[src/rtl/parking_pkg.sv]
// Shared types, widths and defaults for the parking fee unit.
package parking_pkg;

    localparam int FEE_W          = 12;
    localparam int REV_W          = 16;
    localparam int FREE_UNITS_DEF = 4;
    localparam int BASE_FEE_DEF   = 5;

    typedef enum logic [1:0] {
        ST_IDLE    = 2'd0,
        ST_CALC    = 2'd1,
        ST_PRESENT = 2'd2
    } fee_state_e;

    // Units charged at the per-unit rate; clamps at zero instead of wrapping.
    function automatic logic [7:0] billable_units(input logic [7:0] dur,
                                                  input logic [7:0] free_units);
        return (dur > free_units) ? (dur - free_units) : 8'd0;
    endfunction

endpackage

[src/rtl/parking_fee_unit_if.sv]
// Exit-event and fee-result handshakes of the parking fee unit.
// Handshake rule for both channels: a transfer happens on a rising clk edge
// where valid && ready; the producer holds valid and payload stable until then.
interface parking_fee_unit_if;
    import parking_pkg::*;

    logic             exit_valid;
    logic             exit_ready;
    logic [1:0]       car_id;
    logic [7:0]       duration;
    logic [3:0]       rate;
    logic             fee_valid;
    logic             fee_ready;
    logic [FEE_W-1:0] fee;
    logic [1:0]       fee_car_id;

    modport master (
        output exit_valid, car_id, duration, rate, fee_ready,
        input  exit_ready, fee_valid, fee, fee_car_id
    );

    modport slave (
        input  exit_valid, car_id, duration, rate, fee_ready,
        output exit_ready, fee_valid, fee, fee_car_id
    );

endinterface

[src/rtl/fee_mult.sv]
// Serial shift-add multiplier: one multiplier bit per cycle over four steps.
// Operands are held stable by the caller for the whole run. Steps 0..2 are
// accumulated into acc_q; step 3 is presented combinationally on product
// while done is high, so the caller registers the final result on that edge.
module fee_mult
    import parking_pkg::*;
(
    input  logic             clk,
    input  logic             rst_n,
    input  logic             start,
    input  logic [7:0]       mcand,
    input  logic [3:0]       mplier,
    output logic             done,
    output logic [FEE_W-1:0] product
);

    logic [FEE_W-1:0] acc_q, acc_d;
    logic [1:0]       step_q, step_d;
    logic             busy_q, busy_d;
    logic [FEE_W-1:0] partial;
    logic [FEE_W-1:0] acc_sum;

    // Next-state for the accumulator and step counter.
    always_comb begin
        partial = mplier[step_q] ? ({{(FEE_W-8){1'b0}}, mcand} << step_q) : '0;
        acc_sum = acc_q + partial;
        done    = busy_q && (step_q == 2'd3);
        product = acc_sum;
        acc_d   = acc_q;
        step_d  = step_q;
        busy_d  = busy_q;
        if (start) begin
            acc_d  = '0;
            step_d = 2'd0;
            busy_d = 1'b1;
        end else if (busy_q) begin
            acc_d  = acc_sum;
            step_d = step_q + 2'd1;
            if (step_q == 2'd3) begin
                busy_d = 1'b0;
            end
        end
    end

    // Multiplier state registers; reset abandons any run in progress.
    always_ff @(posedge clk or negedge rst_n) begin
        if (!rst_n) begin
            acc_q  <= '0;
            step_q <= 2'd0;
            busy_q <= 1'b0;
        end else begin
            acc_q  <= acc_d;
            step_q <= step_d;
            busy_q <= busy_d;
        end
    end

endmodule

[src/rtl/parking_fee_unit.sv]
// Parking exit fee unit: accepts an exit, computes base + rate*billable
// serially, presents the fee until the consumer takes it, then books revenue.
module parking_fee_unit
    import parking_pkg::*;
#(
    parameter int FREE_UNITS = FREE_UNITS_DEF,
    parameter int BASE_FEE   = BASE_FEE_DEF
) (
    input  logic             clk,
    input  logic             reset_n,
    parking_fee_unit_if.slave bus,
    output logic [REV_W-1:0] revenue,
    output logic [7:0]       txn_count,
    output logic [1:0]       err_flags,
    output fee_state_e       state_dbg
);

    localparam logic [7:0]       FREE_U8  = 8'(FREE_UNITS);
    localparam logic [FEE_W-1:0] BASE_EXT = FEE_W'(BASE_FEE);

    fee_state_e       state_q, state_d;
    logic [1:0]       car_q, car_d;
    logic [7:0]       dur_q, dur_d;
    logic [3:0]       rate_q, rate_d;
    logic             fee_valid_q, fee_valid_d;
    logic [FEE_W-1:0] fee_q, fee_d;
    logic [1:0]       fee_car_q, fee_car_d;
    logic [REV_W-1:0] revenue_q, revenue_d;
    logic [7:0]       txn_q, txn_d;
    logic [1:0]       err_q, err_d;

    logic             accept;
    logic             mult_done;
    logic [FEE_W-1:0] mult_product;
    logic [REV_W:0]   rev_sum;

    // Operands come from the captured registers, so they stay stable through CALC.
    fee_mult u_fee_mult (
        .clk     (clk),
        .rst_n   (reset_n),
        .start   (accept),
        .mcand   (billable_units(dur_q, FREE_U8)),
        .mplier  (rate_q),
        .done    (mult_done),
        .product (mult_product)
    );

    // FSM next-state, operand capture, fee presentation and bookkeeping.
    always_comb begin
        state_d     = state_q;
        car_d       = car_q;
        dur_d       = dur_q;
        rate_d      = rate_q;
        fee_valid_d = fee_valid_q;
        fee_d       = fee_q;
        fee_car_d   = fee_car_q;
        revenue_d   = revenue_q;
        txn_d       = txn_q;
        err_d       = err_q;
        accept      = 1'b0;
        rev_sum     = {1'b0, revenue_q} + {{(REV_W-FEE_W+1){1'b0}}, fee_q};
        case (state_q)
            ST_IDLE: begin
                if (bus.exit_valid) begin
                    if ((bus.car_id != 2'd0) && (bus.duration != 8'd0)) begin
                        accept  = 1'b1;
                        state_d = ST_CALC;
                        car_d   = bus.car_id;
                        dur_d   = bus.duration;
                        rate_d  = bus.rate;
                    end else begin
                        err_d[1] = 1'b1;
                    end
                end
            end
            ST_CALC: begin
                if (mult_done) begin
                    state_d     = ST_PRESENT;
                    fee_valid_d = 1'b1;
                    fee_d       = BASE_EXT + mult_product;
                    fee_car_d   = car_q;
                end
            end
            ST_PRESENT: begin
                if (bus.fee_ready) begin
                    state_d     = ST_IDLE;
                    fee_valid_d = 1'b0;
                    revenue_d   = rev_sum[REV_W] ? {REV_W{1'b1}} : rev_sum[REV_W-1:0];
                    txn_d       = txn_q + 8'd1;
                end
            end
            default: begin
                state_d     = ST_IDLE;
                fee_valid_d = 1'b0;
            end
        endcase
        // Exits arriving while busy are dropped; the in-flight result is untouched.
        if (bus.exit_valid && (state_q != ST_IDLE)) begin
            err_d[0] = 1'b1;
        end
    end

    // FSM and registered outputs.
    always_ff @(posedge clk or negedge reset_n) begin
        if (!reset_n) begin
            state_q     <= ST_IDLE;
            car_q       <= '0;
            dur_q       <= '0;
            rate_q      <= '0;
            fee_valid_q <= 1'b0;
            fee_q       <= '0;
            fee_car_q   <= '0;
            revenue_q   <= '0;
            txn_q       <= '0;
            err_q       <= '0;
        end else begin
            state_q     <= state_d;
            car_q       <= car_d;
            dur_q       <= dur_d;
            rate_q      <= rate_d;
            fee_valid_q <= fee_valid_d;
            fee_q       <= fee_d;
            fee_car_q   <= fee_car_d;
            revenue_q   <= revenue_d;
            txn_q       <= txn_d;
            err_q       <= err_d;
        end
    end

    assign bus.exit_ready = (state_q == ST_IDLE);
    assign bus.fee_valid  = fee_valid_q;
    assign bus.fee        = fee_q;
    assign bus.fee_car_id = fee_car_q;
    assign revenue        = revenue_q;
    assign txn_count      = txn_q;
    assign err_flags      = err_q;
    assign state_dbg      = state_q;

endmodule

[src/flat_wrapper.sv]
// flat-port wrapper written by rule: the top's interface ports become plain ports
module parking_fee_unit_flat import parking_pkg::*;
#(
    parameter int FREE_UNITS = FREE_UNITS_DEF,
    parameter int BASE_FEE   = BASE_FEE_DEF
)
  (clk, reset_n, revenue, txn_count, err_flags, state_dbg, bus_exit_valid, bus_car_id, bus_duration, bus_rate, bus_fee_ready, bus_exit_ready, bus_fee_valid, bus_fee, bus_fee_car_id);
  parking_fee_unit_if bus_i ();
  input  logic clk;
  input  logic reset_n;
  output logic [REV_W-1:0] revenue;
  output logic [7:0] txn_count;
  output logic [1:0] err_flags;
  output fee_state_e state_dbg;
  input wire logic [$bits(bus_i.exit_valid)-1:0] bus_exit_valid;
  input wire logic [$bits(bus_i.car_id)-1:0] bus_car_id;
  input wire logic [$bits(bus_i.duration)-1:0] bus_duration;
  input wire logic [$bits(bus_i.rate)-1:0] bus_rate;
  input wire logic [$bits(bus_i.fee_ready)-1:0] bus_fee_ready;
  output wire logic [$bits(bus_i.exit_ready)-1:0] bus_exit_ready;
  output wire logic [$bits(bus_i.fee_valid)-1:0] bus_fee_valid;
  output wire logic [$bits(bus_i.fee)-1:0] bus_fee;
  output wire logic [$bits(bus_i.fee_car_id)-1:0] bus_fee_car_id;
  assign bus_i.exit_valid = bus_exit_valid;
  assign bus_i.car_id = bus_car_id;
  assign bus_i.duration = bus_duration;
  assign bus_i.rate = bus_rate;
  assign bus_i.fee_ready = bus_fee_ready;
  assign bus_exit_ready = bus_i.exit_ready;
  assign bus_fee_valid = bus_i.fee_valid;
  assign bus_fee = bus_i.fee;
  assign bus_fee_car_id = bus_i.fee_car_id;
  parking_fee_unit #(.FREE_UNITS(FREE_UNITS), .BASE_FEE(BASE_FEE)) u_core (.clk(clk), .reset_n(reset_n), .bus(bus_i), .revenue(revenue), .txn_count(txn_count), .err_flags(err_flags), .state_dbg(state_dbg));
endmodule
[config.mk]
export PLATFORM = sky130hd
export DESIGN_NAME = parking_fee_unit_flat
export DESIGN_NICKNAME = d
export VERILOG_FILES = /design/src/rtl/parking_pkg.sv /design/src/rtl/parking_fee_unit_if.sv /design/src/rtl/fee_mult.sv /design/src/rtl/parking_fee_unit.sv /design/src/flat_wrapper.sv
export SDC_FILE = /design/constraint.sdc
export NUM_CORES = 1
export LEC_CHECK = 0
export ABC_AREA = 0
export CORE_MARGIN = 2
export CORE_UTILIZATION = 45
export CTS_BUF_LIST = sky130_fd_sc_hd__clkbuf_4
export CTS_CLUSTER_DIAMETER = 120
export CTS_CLUSTER_SIZE = 25
export DETAILED_ROUTE_END_ITERATION = 6
export GPL_ROUTABILITY_DRIVEN = 0
export PLACE_DENSITY = 0.78
export SYNTH_ARGS = -nofsm -noshare
export SYNTH_HDL_FRONTEND = slang
export SYNTH_SLANG_ARGS = --single-unit
[constraint.sdc]
create_clock -name clk -period 6.2 [get_ports clk]
set_clock_uncertainty 0.05 [all_clocks]
set_input_delay 1.86 -clock clk [delete_from_list [all_inputs] [get_ports clk]]
set_output_delay 1.86 -clock clk [all_outputs]
set_load 0.02 [all_outputs]
==> flow_metrics.tcl, run 1 <==
set metrics [dict create \
    status "completed" \
    cp-start-kind "flip-flop" \
    ys_async_sr_fraction_pct 100 \
    switchingPower_mw 1.50 \
    yosys.area_share.simple_pct 17.0 \
    power_per_cell_area_mw_per_mm2 616 \
    start_util_pct 45.8 \
    final-hold-violation-count 0 \
    dp_hpwl_um 6690 \
    drt_first_pass_iters 4 \
    path_cells "mux2i_1, nor2_1, inv_1, or3_1, fa_1, nand2b_1, a21oi_2, o21ai_0, a21oi_1, nand4_1, a211oi_2, xnor2_1, o21ai_1" \
    r2r_setup_slack_ps 2140 \
    hold_start "u_core.txn_count[7]$_DFFE_PN0P_" \
    io_buffers 61 \
    antenna_cells 0 \
    rsz0062_at_grt "no" \
    preCtsSetupSlack_ps 2230 \
    cts_buffers 9 \
    grt_max_degree 62 \
    h-tree-depth 3 \
    grt_pass1_vias 3299 \
    synthFlopType "dfrtp_1" \
    synth-edff-count 0 \
    clock_latency_ps 430 \
    min_path_cells 1 \
    pin_count 62 \
    finalSetupViolCount 0 \
    vdd_drop_max_mv 0.279 \
    maxSlewViolCount 0 \
    synthesis.area_mm2 0.00441 \
    synth_nets 514 \
    cts_sinks 72 \
    syn_area_per_cell_um2 9.47 \
    r2r-end "u_core.bus.fee[11]$_DFFE_PN0P_" \
    grt_overflow_total 0 \
    synth.area.mux_share_pct 9.35 \
    num_vias 3497 \
    setup_ws_ps 2140 \
    postCtsSetupRepairBufs 0 \
    cap_violations 0 \
    via_per_inst 5.28 \
    synth.distinct_cells 58 \
    finalWirelength_um 9010 \
    worst_slew_margin_rel_pct 37.9 \
    cp-end-kind "flip-flop" \
    wl_per_cell_um 13.6 \
    ys_seq_area_share_pct 40.8 \
    drc 0 \
    worst_ep_arrival_time_ps 4290 \
    post-route-period-util_pct 65.5 \
    ctsHoldBuffers 0 \
    whs_ps 436 \
    cts_tree "built" \
    min_path_type "flip-flop to flip-flop" \
    r2r-start "u_core.u_fee_mult.step_q[0]$_DFFE_PN0P_" \
    synth_warnings 0 \
    fin_crit_ps 4060 \
    tightest_slew_ps 929 \
    die_area_mm2 0.0106 \
    cp_max_fo 17 \
    clkTransAtPathRegs_ps 130 \
    p_clk_share_pct 10.5 \
    synth_top_family_by_area "simple AND/OR/NAND/NOR gates" \
    track_usage_pct 17.6 \
    clk_path_buf_depth 2 \
    synth_seq_cells 72 \
    cp_slowest_cell "dfrtp_1" \
    fin_nets 572 \
    dpl_cell_area_mm2 0.00514 \
    min_to "u_core.txn_count[7]$_DFFE_PN0P_" \
    antenna_found_initial 0 \
    final_area_mm2 0.00530 \
    reg2reg_depth 13 \
    fp.dieW_um 103 \
    area_delta_synth_final_pct 20.0 \
    fillers 877 \
    criticalPathCategory "flip-flop to flip-flop" \
    power_frac_seq_pct 26.8 \
    p_int_mw 1.77 \
    cts_resized 0 \
    row_count 36 \
    worst_ep_required_time_ps 6420 \
    root_buffer "clkbuf_4" \
    die_h_um 103 \
    pwr-share-comb_pct 62.8 \
    p_leak_nw 2.34 \
    initialDrtViolationCount 110 \
    synth-compound-area-share_pct 13.3 \
    synth_fa_ha_area_share_pct 8.84 \
    drive_gt1_share_pct 9.83 \
    slowest_delay_ps 730 \
    core_area_mm2 0.00964 \
    synthXorXnorAreaFrac_pct 7.54 \
    grt_pass1_wl_um 14800 \
    syn_inst 466 \
    antenna_left 0 \
    p_total_mw 3.26 \
    fin_setup_tns_ps 0 \
    switching_share_pct 45.8 \
    clock.fmax_mhz 246 \
]
[layout by cell type (no fill, tap or decap), types with 17 or more instances in the layout]
cell type	n
a21oi_1	27
clkdlybuf4s50_1	60
dfrtp_1	72
ha_1	28
inv_1	17
mux2_2	22
nand2_1	45
nor2_1	60
o21ai_0	32
xnor2_1	26
[metrics by stage]
stage	instances	util [%]
final	662	55.0
after global routing	662	55.0
after CTS	662	55.0
after detailed placement	646	53.3
after global placement	646	53.3
after floorplan	466	-
[synth_stat cells, types with 3 or more instances]
master | count | share of area (%)
a211oi_1 | 3 | 0.51
nor2_1 | 60 | 5.1
and3_1 | 3 | 0.43
nor4b_1 | 3 | 0.60
mux2_2 | 22 | 5.6
mux2i_1 | 15 | 3.4
xnor2_1 | 26 | 5.2
o21bai_1 | 3 | 0.51
nor4_1 | 3 | 0.43
dfrtp_1 | 72 | 41
buf_1 | 3 | 0.26
o21a_1 | 4 | 0.68
nor3_1 | 8 | 0.91
clkbuf_1 | 11 | 0.94
inv_1 | 17 | 1.4
o21ai_0 | 32 | 3.6
nand3_1 | 8 | 0.91
xor2_1 | 12 | 2.4
nand2b_1 | 6 | 0.85
nand2_1 | 45 | 3.8
ha_1 | 28 | 7.9
a21oi_1 | 27 | 3.1
a21o_1 | 6 | 1.0
nor3b_1 | 3 | 0.51
o21ai_1 | 3 | 0.34
nand4_1 | 4 | 0.57
or3_1 | 3 | 0.43
[kinds of logic (layout without fill, tap and decap cells)]
kind of cell / after synthesis / after routing
XOR/XNOR: 38 / 38
adder cells (fa/ha/maj): 30 / 30
AND/OR/NAND/NOR: 159 / 159
multiplexers: 38 / 38
buffers and inverters: 34 / 97
AO/OA/AOI/OAI: 95 / 95
flip-flops: 72 / 72
[sequential cells by signal, indices dropped and copies added, names as in the netlist]
register                  cells
u_core.car_q                  2
u_core.bus.fee               12
u_core.bus.fee_car_id         2
u_core.u_fee_mult.acc_q      12
u_core.dur_q                  8
u_core.u_fee_mult.step_q      2
u_core.u_fee_mult.busy_q      1
u_core.state_dbg              2
u_core.txn_count              8
u_core.rate_q                 4
u_core.bus.fee_valid          1
u_core.revenue               16
u_core.err_flags              2
[layer usage]
metal	up-vias	part of all wire [%]	global-route usage (%)
met5	-	0	0
met4	0	0.99	4.55
met3	10	4.4	4.20
met2	76	47	29.4
met1	1670	47	23.0
li1	1741	-	-
[power by group through the flow]
stage                     sequential (mW)  combinational [mW]  clock, mW
after floorplan                     0.916                1.46          0
after global placement              0.877                1.98          0
after detailed placement            0.885                2.04          0
after CTS                           0.875                2.05      0.351
after global routing                0.902                2.30      0.375
final                               0.874                2.05      0.342
[worst max-delay path by stage]
stage / startpoint / to / cells past startpoint
after global placement: bus_duration[5] / u_core.dur_q[5]$_DFFE_PN0P_ / 6
after global routing: u_core.u_fee_mult.step_q[0]$_DFFE_PN0P_ / u_core.bus.fee[11]$_DFFE_PN0P_ / 15
after detailed placement: u_core.u_fee_mult.step_q[0]$_DFFE_PN0P_ / u_core.bus.fee[11]$_DFFE_PN0P_ / 13
after CTS: u_core.u_fee_mult.step_q[0]$_DFFE_PN0P_ / u_core.bus.fee[11]$_DFFE_PN0P_ / 13
final: u_core.u_fee_mult.step_q[0]$_DFFE_PN0P_ / u_core.bus.fee[11]$_DFFE_PN0P_ / 13
after floorplan: u_core.dur_q[2]$_DFFE_PN0P_ / u_core.bus.fee[11]$_DFFE_PN0P_ / 17
[layout make-up]
cell class | count | area, um^2 | area share, %
multi-input cells | 360 | 2480 | 46.8
clock inverters | 6 | 83.8 | 1.58
flip-flops and latches | 72 | 1800 | 34.0
clock buffers | 10 | 75.1 | 1.42
inverters | 17 | 63.8 | 1.20
repair buffers | 64 | 628 | 11.9
well taps | 133 | 166 | 3.14
[worst max-delay path, delay by kind of cell, from the launching register on]
family                     cells  cell delay [ps]
buffers and inverters          1              150
DFF                            1              730
AOI/OAI and AO/OA              5             1100
muxes                          1              150
and+or+nand+nor                4             1160
adders and majority gates      1              430
xor gates and xnor gates       1              140
(Power assumes the default switching activity.)
==> inputs of run 2 (changes only) <==
==> constraint.sdc (replaced) <==
create_clock -name clk -period 4.2 [get_ports clk]
set_clock_uncertainty 0.05 [all_clocks]
set_input_delay 1.26 -clock clk [delete_from_list [all_inputs] [get_ports clk]]
set_output_delay 1.26 -clock clk [all_outputs]
set_load 0.02 [all_outputs]
==> flow_metrics.tcl, run 2 (synthesis gave the netlist of run 1 again) <==
set metrics [dict create \
    row_count 36 \
    slowest_delay_ps 430 \
    min_to "u_core.txn_count[7]$_DFFE_PN0P_" \
    vdd_drop_max_mv 0.380 \
    r2r-start "u_core.dur_q[2]$_DFFE_PN0P_" \
    path_cells "inv_1, ha_1, a21oi_1, or3_1, nand2_1, nor3b_1, ha_1, inv_1, fa_1, nand2b_1, a21oi_2, o31a_1, o41a_1, mux2_4, a211oi_2, xnor2_1, o21ai_1" \
    die_h_um 103 \
    start_util_pct 45.8 \
    min_path_type "flip-flop to flip-flop" \
    fillers 883 \
    cts_sinks 72 \
    r2r-end "u_core.bus.fee[11]$_DFFE_PN0P_" \
    cp_max_fo 5 \
    grt_pass1_wl_um 15600 \
    min_path_cells 1 \
    fin_crit_ps 3900 \
    cp_slowest_cell "dfrtp_1" \
    track_usage_pct 18.4 \
    switching_share_pct 46.1 \
    crit_cells 17 \
    largest_reg_flops 16 \
    worst_path_dominant_cell_family "compound AO/OA/AOI/OAI gates" \
    area_delta_synth_final_pct 20.9 \
    grt_pass1_vias 3414 \
    cts_tree "built" \
    antenna_found_initial 0 \
    cap_violations 0 \
    cp-end-kind "flip-flop" \
    grt_max_degree 48 \
    finalWirelength_um 9080 \
    core_area_mm2 0.00964 \
    clkTransAtPathRegs_ps 120 \
    p_leak_nw 2.36 \
    drt_first_pass_iters 4 \
    post-route-period-util_pct 92.9 \
    die_area_mm2 0.0106 \
    maxSlewViolCount 0 \
    fin_setup_tns_ps 0 \
    io_buffers 61 \
    fp.dieW_um 103 \
    clk_path_buf_depth 2 \
    place_inst 651 \
    clock_latency_ps 430 \
    h-tree-depth 3 \
    grt_overflow_total 0 \
    root_buffer "clkbuf_4" \
    p_int_mw 2.59 \
    cp_num_buf_inv 2 \
    hold_start "u_core.txn_count[7]$_DFFE_PN0P_" \
    dp_hpwl_um 6990 \
    pwr-share-comb_pct 64.6 \
    power_frac_seq_pct 26.4 \
    status "completed" \
    tightest_slew_ps 1020 \
    via_per_inst 5.34 \
    r2r_setup_slack_ps 300 \
    antenna_left 0 \
    layout_common_cells "dfrtp_1, nor2_1, clkdlybuf4s50_1" \
    clock.fmax_mhz 256 \
    cts_buffers 9 \
    p_clk_share_pct 9.0 \
    initialDrtViolationCount 89 \
    reg2reg_depth 17 \
    drive_gt1_share_pct 11.4 \
    drc 0 \
    fin_cells 666 \
    switchingPower_mw 2.22 \
    rsz0062_at_grt "no" \
    num_vias 3558 \
    power_per_cell_area_mw_per_mm2 901 \
    cp-start-kind "flip-flop" \
    ctsHoldBuffers 0 \
    finalSetupViolCount 0 \
    antenna_cells 0 \
    pin_count 62 \
    worst_ep_arrival_time_ps 4150 \
    criticalPathCategory "flip-flop to flip-flop" \
    worst_slew_margin_rel_pct 32.3 \
    final-hold-violation-count 0 \
    wl_per_cell_um 13.6 \
    worst_ep_required_time_ps 4450 \
    layout_commonest_cell "dfrtp_1" \
    fin_nets 577 \
]
run 2: worst max path at each step:
stage                                            from                        endpoint  slack, ps
after CTS                 u_core.dur_q[2]$_DFFE_PN0P_  u_core.bus.fee[11]$_DFFE_PN0P_        290
after global placement    u_core.dur_q[2]$_DFFE_PN0P_  u_core.bus.fee[11]$_DFFE_PN0P_        530
final                     u_core.dur_q[2]$_DFFE_PN0P_  u_core.bus.fee[11]$_DFFE_PN0P_        300
after global routing      u_core.dur_q[2]$_DFFE_PN0P_  u_core.bus.fee[11]$_DFFE_PN0P_         10
after detailed placement  u_core.dur_q[2]$_DFFE_PN0P_  u_core.bus.fee[11]$_DFFE_PN0P_        320
after floorplan           u_core.dur_q[2]$_DFFE_PN0P_  u_core.bus.fee[11]$_DFFE_PN0P_        750
run 2: area by class of cell:
cell class | count | area, um^2 | area share [%]
Clock buffer | 10 | 75.1 | 1.41
Clock inverter | 5 | 58.8 | 1.10
Inverter | 17 | 63.8 | 1.20
Multi-Input combinational cell | 360 | 2500 | 46.9
Sequential cell | 72 | 1800 | 33.8
Tap cell | 133 | 166 | 3.12
Timing Repair Buffer | 69 | 666 | 12.5
run 2: power groups by stage:
stage / Combinational [mW] / Sequential [mW] / Clock, mW
floorplan: 2.16 / 1.35 / 0
global placement: 2.97 / 1.27 / 0
detailed placement: 3.05 / 1.29 / 0
CTS: 3.06 / 1.27 / 0.449
global route: 3.47 / 1.32 / 0.484
finish: 3.11 / 1.27 / 0.432
run 2: through the flow:
step / worst slack, ps / power (mW) / hold WS (ps) / util [%] / instance area (um^2)
after CTS: 289 / 4.78 / 446 / 55.1 / 5310
after global routing: 9.63 / 5.27 / 465 / 55.3 / 5340
final: 299 / 4.81 / 440 / 55.3 / 5340
after global placement: 527 / 4.23 / 404 / 53.7 / 5180
after detailed placement: 323 / 4.34 / 424 / 53.7 / 5180
after floorplan: 749 / 3.51 / 427 / - / 4410
run 2: worst register-to-register path, stage by stage, from the launching register on:
cell      delay [ps]
dfrtp_1          430
inv_1             90
ha_1             240
a21oi_1          210
or3_1            180
nand2_1           60
nor3b_1          210
ha_1             230
inv_1             70
fa_1             420
nand2b_1         200
a21oi_2          280
o31a_1           210
o41a_1           180
mux2_4           310
a211oi_2         200
xnor2_1          140
o21ai_1           70
run 2: routing by layer:
layer	vias up	GRT usage, %	share of wire (%)
li1	1759	-	-
met1	1714	24.2	46
met2	71	30.2	49
met3	14	4.07	3.5
met4	0	6.28	1.5
met5	-	0	0
run 2: repair_timing:
item | 4_1_cts | 5_1_grt
setup endpoints to repair | 0 | 3
resized for setup | 0 | 4
buffers inserted | 0 | 0
==> inputs of run 3 (changes only) <==
--- a/config.mk
+++ b/config.mk
@@ -6,7 +6,6 @@
 export NUM_CORES = 1
 export LEC_CHECK = 0
 export ABC_AREA = 0
-export CORE_MARGIN = 2
 export CORE_UTILIZATION = 45
 export CTS_BUF_LIST = sky130_fd_sc_hd__clkbuf_4
 export CTS_CLUSTER_DIAMETER = 120
==> flow_metrics.tcl, run 3 (synthesis gave the netlist of run 1 again) <==
set metrics [dict create \
    cp-end-kind "flip-flop" \
    root_buffer "clkbuf_4" \
    num_vias 3523 \
    worst_ep_arrival_time_ps 4140 \
    maxSlewViolCount 0 \
    io_buffers 61 \
    fp.dieW_um 101 \
    finalWirelength_um 9200 \
    path_cells "inv_1, ha_1, a21oi_1, or3_1, nand2_1, nor3b_1, ha_1, inv_1, fa_1, nand2b_1, a21oi_2, o31a_1, o41a_1, mux2_4, a211oi_2, xnor2_1, o21ai_1" \
    p_total_mw 4.98 \
    dpl_cell_area_mm2 0.00517 \
    wl_per_cell_um 13.9 \
    row_count 35 \
    criticalPathCategory "flip-flop to flip-flop" \
    switching_share_pct 45.5 \
    pwr-share-comb_pct 63.5 \
    die_area_mm2 0.0102 \
    cp_num_buf_inv 2 \
    postCtsSetupRepairBufs 0 \
    fin_setup_tns_ps 0 \
    grt_pass1_vias 3398 \
    area_delta_synth_final_pct 22.0 \
    drc 0 \
    core_area_mm2 0.00937 \
    min_path_type "flip-flop to flip-flop" \
    layout_commonest_cell "dfrtp_1" \
    worst_path_dominant_cell_family "compound AO/OA/AOI/OAI gates" \
    cts_buffers 9 \
    slowest_delay_ps 430 \
    power_frac_seq_pct 24.8 \
    cts_tree "built" \
    start_util_pct 47.1 \
    via_per_inst 5.31 \
    p_int_mw 2.71 \
    final_area_mm2 0.00538 \
    p_leak_nw 2.39 \
    power_per_cell_area_mw_per_mm2 925 \
    grt_pass1_wl_um 15600 \
    switchingPower_mw 2.27 \
    fin_nets 577 \
    cts_resized 0 \
    drt_first_pass_iters 4 \
    cap_violations 0 \
    initialDrtViolationCount 126 \
    fin_crit_ps 3880 \
    fillers 840 \
    clock_latency_ps 440 \
    grt_max_degree 30 \
    worst_ep_required_time_ps 4460 \
    vdd_drop_max_mv 0.404 \
    cp_max_fo 5 \
    drive_gt1_share_pct 11.4 \
    layout_common_cells "dfrtp_1, nor2_1, clkdlybuf4s50_1" \
    final_util_pct 57.4 \
    worst_slew_margin_rel_pct 38.5 \
    whs_ps 426 \
    antenna_left 0 \
    cp_slowest_cell "dfrtp_1" \
    post-route-period-util_pct 92.3 \
    cp-start-kind "flip-flop" \
    finalSetupViolCount 0 \
    antenna_cells 0 \
    tightest_slew_ps 919 \
    clk_path_buf_depth 2 \
    ctsHoldBuffers 0 \
    rsz0062_at_grt "no" \
    grt_overflow_total 0 \
    die_h_um 101 \
    h-tree-depth 3 \
    fin_cells 663 \
    pin_count 62 \
    clock.fmax_mhz 258 \
    track_usage_pct 19.4 \
    largest_reg_flops 16 \
    cts_sinks 72 \
    final-hold-violation-count 0 \
    place_inst 647 \
    dp_hpwl_um 6960 \
    status "completed" \
    antenna_found_initial 0 \
    p_clk_share_pct 11.7 \
    clkTransAtPathRegs_ps 140 \
    setup_ws_ps 323 \
    preCtsSetupSlack_ps 342 \
]
-- run 3: routing by layer --
metal / GRT usage (%) / part of all wire (%) / up-vias
met5: 0 / 0 / -
met4: 5.46 / 0.89 / 0
met3: 4.09 / 4.4 / 9
met2: 33.6 / 50 / 84
met1: 24.4 / 45 / 1668
li1: - / - / 1762
-- run 3: final timing paths --
check / slack (ps) / to / from / depth (start not counted)
worst max-delay path: 320 / u_core.bus.fee[11]$_DFFE_PN0P_ / u_core.dur_q[2]$_DFFE_PN0P_ / 17
worst min-delay path: 430 / u_core.txn_count[7]$_DFFE_PN0P_ / u_core.txn_count[7]$_DFFE_PN0P_ / 1
worst max register to register: 320 / u_core.bus.fee[11]$_DFFE_PN0P_ / u_core.dur_q[2]$_DFFE_PN0P_ / 17
worst min register to register: 430 / u_core.txn_count[7]$_DFFE_PN0P_ / u_core.txn_count[7]$_DFFE_PN0P_ / 1
max in group asynchronous: 2550 / u_core.u_fee_mult.busy_q$_DFF_PN0_ / reset_n / 2
min in group asynchronous: 770 / u_core.revenue[11]$_DFFE_PN0P_ / reset_n / 1
-- run 3: power by group through the flow --
stage	registers [mW]	logic, mW	clock network [mW]
6_report	1.24	3.16	0.583
3_5_place_dp	1.25	3.11	0
5_1_grt	1.28	3.51	0.622
2_1_floorplan	1.35	2.16	0
4_1_cts	1.24	3.14	0.596
3_3_place_gp	1.24	3.00	0
-- run 3: final cells by class --
cell class | count | area [um^2] | area share, %
Inverter | 17 | 63.8 | 1.19
Sequential cell | 72 | 1800 | 33.5
Clock inverter | 7 | 126 | 2.35
Tap cell | 129 | 161 | 3.00
Timing Repair Buffer | 69 | 666 | 12.4
Clock buffer | 9 | 67.6 | 1.25
Multi-Input combinational cell | 360 | 2500 | 46.4
==> edit 1, RTL diff (settings of run 3) <==
The package constant `REV_W` goes from 16 to 24.
--- a/src/rtl/parking_pkg.sv
+++ b/src/rtl/parking_pkg.sv
@@ -2,7 +2,7 @@
 package parking_pkg;
 
     localparam int FEE_W          = 12;
-    localparam int REV_W          = 16;
+    localparam int REV_W          = 24;
     localparam int FREE_UNITS_DEF = 4;
     localparam int BASE_FEE_DEF   = 5;
 
Interface: changed (resized revenue); port bits go from 62 to 70. The function was not compared with the original's and may differ.
==> edit 1 against run 3 <==
Count of clock-buffer cells in the layout increased by 2; wire length increased by 16%; power increased by 5.2%; synthesized area increased by 10%; die area increased by 10%; worst setup slack got worse by 0.027 ns; via count increased by 13%; sequential cell count increased by 8; design area increased by 9.2%.
==> edit 1: results (changes against run 3) <==
Synth
  – EDFF count, synth: 0 (unchanged)
  – Top post-synthesis cells by area: dfrtp_1 41%, ha_1 7.2%, xnor2_1 5.7%, mux2_2 4.6%, nor2_1 4.1%
  – Syn Nets: 557 (+8.4%)
  – Synth top cells by count: 80 x dfrtp_1, 53 x nor2_1, 47 x nand2_1
  – Async SR Flop Fraction: 1.00 (unchanged)
  – Synth warn: 0 (unchanged)
  – Synth unique cells: 59 (+1.7%)
  – Post-synthesis sequential area ratio: 0.411 (+0.00241)
  – Most used DFF post-synth: dfrtp_1

STA
  – Least-Margin Pin Slew: 1.01 ns (+0.0889 ns)
  – Final Setup Violations: 0 (unchanged)

Cells and area
  – FILL cells: 893 (+6.3%)
  – Max reg flops: 24 (+8)
  – Share of cells above drive strength 1: 0.0909 (-0.0233)
  – Antenna diode count: 0 (unchanged)
  – Nets: 626 (+8.5%)

Drt
  – Initial DRC count: 219 (+74%)
  – Via Count: 3988 (+13%)
  – TritonRoute pass-1 iters: 4 (unchanged)
  – Routed WL: 10.6 mm (+16%)
  – Antenna viol nets, final: 0 (unchanged)

Clocking
  – Setup Fix Bufs, Post-CTS: 0 (unchanged)
  – Cts repair resizes: 0 (unchanged)
  – H-tree Lvls: 3 (unchanged)
  – Clock Path Buffers: 2 (unchanged)
  – Clock Latency Late Sink: roughly 0.43 ns
  – Clock slew at reported path FFs: between 0.1 and 0.15 ns
  – Num CTS Buffers: 9 (unchanged)
  – CTS Root Buffer Type: clkbuf_4

GRT
  – Initial antenna violation count: 0 (unchanged)
  – Tot GR Track Use: 0.200 (+0.00591)
  – First-pass GRT wire length: 18.2 mm (+17%)
  – Largest net degree at the start of global routing: 81 (+170%)
  – Vias in the first global route: 3940 (+16%)

Placed design
  – Final HPWL DP: 7.85 mm (+13%)
  – Port-buffer cells: 69 (+13%)
  – Place WS: 0.484 ns (+0.142 ns)

Worst setup path
  – Arr. time, crit path: 4.15 ns (about the same)
  – Slowest cell on crit path: dfrtp_1
  – CP Max Fanout: 8 (+3)
  – CP peak stage delay: 0.48 ns (+0.05 ns)

Power and ir drop
  – Sequential cell power: 1.37 mW (+10%)
  – VDD IR max: 0.425 mV (+5.3%)
  – Internal Power: 2.84 mW (+4.6%)
  – Lkg Pwr: 2.58 nW (+7.8%)
  – Reported combinational group power: 3.34 mW (+6%)
  – Switching share of power: 0.459 (+0.00321)

Min path
  – Worst min-delay path class: reg2reg

Status
  – Outcome: complete, no violations
edit 1: changes by cell type after synthesis, moves of 5 or more:
cell     before  now
dfrtp_1      72   80
o21ai_0      32   24
and3_1        3   10
nor2_1       60   53
o22a_1        2    9
and2_1        1    7
xnor2_1      26   32
nand3_1       8   13
nand4_1       4    9
edit 1: kinds of logic (layout without fill, tap and decap cells):
| family | after synthesis | in the layout | synth area share |
|---|---|---|---|
| compound gates | 115 | 115 | 0.158 |
| xor+xnor | 42 | 42 | 0.0754 |
| fa+ha+maj | 30 | 30 | 0.0801 |
| buf+inv | 35 | 109 | 0.0275 |
| flops | 80 | 80 | 0.411 |
| mux | 36 | 36 | 0.0801 |
| simple gates | 171 | 171 | 0.169 |
edit 1: layer usage:
layer  global-route usage  wire length (um)  vias up  share of wire
li1                     -                 -     1944              -
met1                0.249              4710     1935           0.44
met2                0.356              5370      103           0.50
met3               0.0405               496        6          0.047
met5                    0                 0        -              0
met4               0.0476                57        0         0.0054
edit 1: final cells by class:
type                            instances  share of cell area
Clock buffer                           11              0.0140
Tap cell                              136              0.0289
Sequential cell                        80               0.341
Inverter                               19              0.0121
Timing Repair Buffer                   74               0.123
Clock inverter                          5              0.0138
Multi-Input combinational cell        394               0.467
edit 1: path summary, 6_finish.rpt:
path                                                  from                              end  slack [ns]  depth (start not counted)
setup / recovery               u_core.dur_q[4]$_DFFE_PN0P_   u_core.bus.fee[11]$_DFFE_PN0P_        0.30                         15
hold / removal             u_core.txn_count[7]$_DFFE_PN0P_  u_core.txn_count[7]$_DFFE_PN0P_        0.43                          1
setup reg to reg               u_core.dur_q[4]$_DFFE_PN0P_   u_core.bus.fee[11]$_DFFE_PN0P_        0.30                         15
hold reg to reg            u_core.txn_count[7]$_DFFE_PN0P_  u_core.txn_count[7]$_DFFE_PN0P_        0.43                          1
max in group asynchronous                          reset_n    u_core.revenue[1]$_DFFE_PN0P_        2.54                          1
min in group asynchronous                          reset_n   u_core.revenue[14]$_DFFE_PN0P_        0.93                          1
edit 1: through the flow:
| step | area (um2) | std cells |
|---|---|---|
| 2_1_floorplan | 4880 | 509 |
| 3_3_place_gp | 5710 | 703 |
| 3_5_place_dp | 5710 | 703 |
| 4_1_cts | 5880 | 719 |
| 5_1_grt | 5880 | 719 |
| 6_report | 5880 | 719 |
edit 1: critical path, delay by kind of cell (launching register included):
| kind | cells | cell delay, ns |
|---|---|---|
| flops | 1 | 0.48 |
| compound gates | 6 | 1.47 |
| xor+xnor | 2 | 0.38 |
| simple gates | 6 | 1.07 |
| fa+ha+maj | 1 | 0.31 |
==> edit 2, RTL diff (flow settings as in run 3) <==
Made on the original files. Put one more register stage on the output `txn_count`, with the module's reset. The value now appears one clock later. The other outputs are not delayed to match.
--- a/src/rtl/parking_fee_unit.sv
+++ b/src/rtl/parking_fee_unit.sv
@@ -132,7 +132,13 @@
     assign bus.fee        = fee_q;
     assign bus.fee_car_id = fee_car_q;
     assign revenue        = revenue_q;
-    assign txn_count      = txn_q;
+    always_ff @(posedge clk or negedge reset_n) begin
+        if (!reset_n) begin
+            txn_count <= '0;
+        end else begin
+            txn_count <= txn_q;
+        end
+    end
     assign err_flags      = err_q;
     assign state_dbg      = state_q;
 
Behaviour: not the same (Yosys sat finds a counterexample within 10 cycles, from zero or initial values and one cycle with reset_n low).
==> edit 2 against run 3 <==
Wire length rose by 2.6%; design area rose by 2.9%; utilization fell by 1.3 points; power fell by 1.2%; synthesized area rose by 5.1%; worst setup slack got worse by 0.086 ns; via count rose by 3.8%; sequential cell count rose by 8; critical endpoint unchanged; highest routed layer unchanged.
==> edit 2: results (changes against run 3) <==
STA
  – Final hold slack: 0.381 ns (-0.0451 ns)
  – Max-slew headroom: 0.351 (-0.0340)

Cells and area
  – FILL cells: 862 (+2.6%)
  – Share of cells above drive strength 1: 0.102 (-0.0124)
  – Antenna diode count: 0 (unchanged)
  – Nets: 583 (+1.0%)
  – Max reg flops: 16 (unchanged)

Drt
  – TritonRoute pass-1 iters: 4 (unchanged)
  – Via density: 5.43 (+2.3%)
  – Routed WL: 9.44 mm (+2.6%)
  – Routed length per instance: 14.0 um (+1.1%)
  – Initial DRC count: 99 (-21%)

GRT
  – Routing usage on met1: 0.231 (-0.0129)
  – Initial antenna violation count: 0 (unchanged)
  – Largest net degree at the start of global routing: 81 (+170%)
  – Tot GR Track Use: 0.186 (-0.00785)
  – Met3 GRT Util: 0.0378 (-0.00316)
  – Met2 usage: 0.322 (-0.0148)
  – First-pass GRT wire length: 16.5 mm (+5.8%)
  – Vias in the first global route: 3603 (+6.0%)

Clocking
  – CTS Root Buffer Type: clkbuf_4
  – Clock slew at reported path FFs: 0.14 ns (about the same)
  – Clock Latency Late Sink: 0.43 ns
  – H-tree Lvls: 3 (unchanged)
  – Num CTS Buffers: 9 (unchanged)
  – Clock Path Buffers: 2 (unchanged)

Worst setup path
  – Worst R2R Setup Slack: 0.24 ns (-0.09 ns)
  – Crit Reg-Reg Endpoint: u_core.bus.fee[11]$_DFFE_PN0P_
  – R2R cell count: 14 (-3)
  – Arr. time, crit path: 4.28 ns (+0.14 ns)
  – R2r startpoint: u_core.dur_q[2]$_DFFE_PN0P_
  – CP Max Fanout: 7 (+2)

Min path
  – Hold path cells: 0 (-1)
  – Hold Path Origin: u_core.txn_q[3]$_DFFE_PN0P_
  – Worst min-delay path class: reg2reg
  – Worst hold endpoint: u_core.txn_count[3]$_DFF_PN0_

Synth
  – Post-synthesis sequential area ratio: 0.431 (+0.0232)
  – Syn Nets: 519 (+0.97%)
  – Synth unique cells: 56 (-3.4%)
  – Synth warn: 0 (unchanged)
  – Synth top cells by count: 80 x dfrtp_1, 50 x nor2_1, 47 x nand2_1
  – Cells after synthesis: 471 (+1.1%)
  – Top post-synthesis cells by area: dfrtp_1 43%, ha_1 7.5%, mux2_2 4.6%, nor2_1 4.0%, nand2_1 3.8%
  – Async SR Flop Fraction: 1.00 (unchanged)

Power and ir drop
  – Lkg Pwr: 2.47 nW (+3.4%)
  – VDD IR max: 0.364 mV (-10%)

Placed design
  – Final HPWL DP: 7.16 mm (+3.0%)
  – Cell count after placement: 657 (+1.5%)
  – Port-buffer cells: 61 (unchanged)
  – Place WS: 0.325 ns (-0.0171 ns)

Status
  – Outcome: complete, no violations
edit 2: cell count changes after synthesis, sizes merged, moves of 6 or more:
cell | run 3 | this run
a31oi | 1 | 14
xnor2 | 26 | 20
nor2 | 60 | 50
xor2 | 12 | 19
dfrtp | 72 | 80
o21ai | 35 | 27
edit 2: timing repair:
action,in CTS,in global routing
resized for setup,0,1
buffers inserted,0,0
setup endpoints to repair,0,1
edit 2: how the worst max path moves through the flow:
stage	start	endpoint	slack, ns	depth (start not counted)
after detailed placement	u_core.dur_q[2]$_DFFE_PN0P_	u_core.bus.fee[11]$_DFFE_PN0P_	0.32	15
after global routing	u_core.dur_q[2]$_DFFE_PN0P_	u_core.bus.fee[11]$_DFFE_PN0P_	0.06	14
after global placement	u_core.dur_q[5]$_DFFE_PN0P_	u_core.bus.fee[11]$_DFFE_PN0P_	0.39	13
after CTS	u_core.dur_q[2]$_DFFE_PN0P_	u_core.bus.fee[11]$_DFFE_PN0P_	0.27	15
after floorplan	u_core.dur_q[5]$_DFFE_PN0P_	u_core.bus.fee[11]$_DFFE_PN0P_	0.02	13
final	u_core.dur_q[2]$_DFFE_PN0P_	u_core.bus.fee[11]$_DFFE_PN0P_	0.24	14
edit 2: layer usage:
metal,wire length (um),part of all wire
met2,4700,0.50
met1,4260,0.45
met3,345,0.037
met5,0,0
met4,142,0.015
edit 2: kinds of logic after synthesis:
group	after synthesis	share of synthesized area
multiplexers	35	0.0806
XOR/XNOR	39	0.0752
flip-flops	80	0.431
AND/OR/NAND/NOR	160	0.170
adder cells (fa/ha/maj)	30	0.0841
buffers and inverters	30	0.0245
AO/OA/AOI/OAI	97	0.134
edit 2: worst max-delay path: stages, from the launching register on:
cell and delay (ns):
dfrtp_1 0.47, inv_1 0.10, ha_1 0.25, nand2_1 0.09, xor2_1 0.22, mux2i_1 0.15, a22oi_1 0.22, nor2_1 0.07
ha_1 0.38, a21oi_1 0.30, mux2i_1 0.32, nand3_2 0.15, or4_4 0.55, or4b_1 0.51, nand3_1 0.08
edit 2: final cells by class:
class	count	area share
well taps	133	0.0300
clock inverters	6	0.00768
inverters	14	0.00948
repair buffers	69	0.121
flip-flops and latches	80	0.361
clock buffers	10	0.0135
multi-input cells	361	0.457
edit 2: power by group:
group | internal (mW) | leakage (nW) | switching (mW)
clock | 0.132 | 0.0652 | 0.277
sequential | 1.06 | 0.992 | 0.265
combinational | 1.43 | 1.41 | 1.76
total | 2.62 | 2.47 | 2.30
edit 2: per-stage QoR:
step	utilization	cell area (um2)	power, mW
final	0.562	5540	4.92
after global routing	0.562	5540	5.33
after CTS	0.561	5540	4.93
after detailed placement	0.549	5420	4.51
after global placement	0.549	5420	4.39
after floorplan	-	4640	3.61
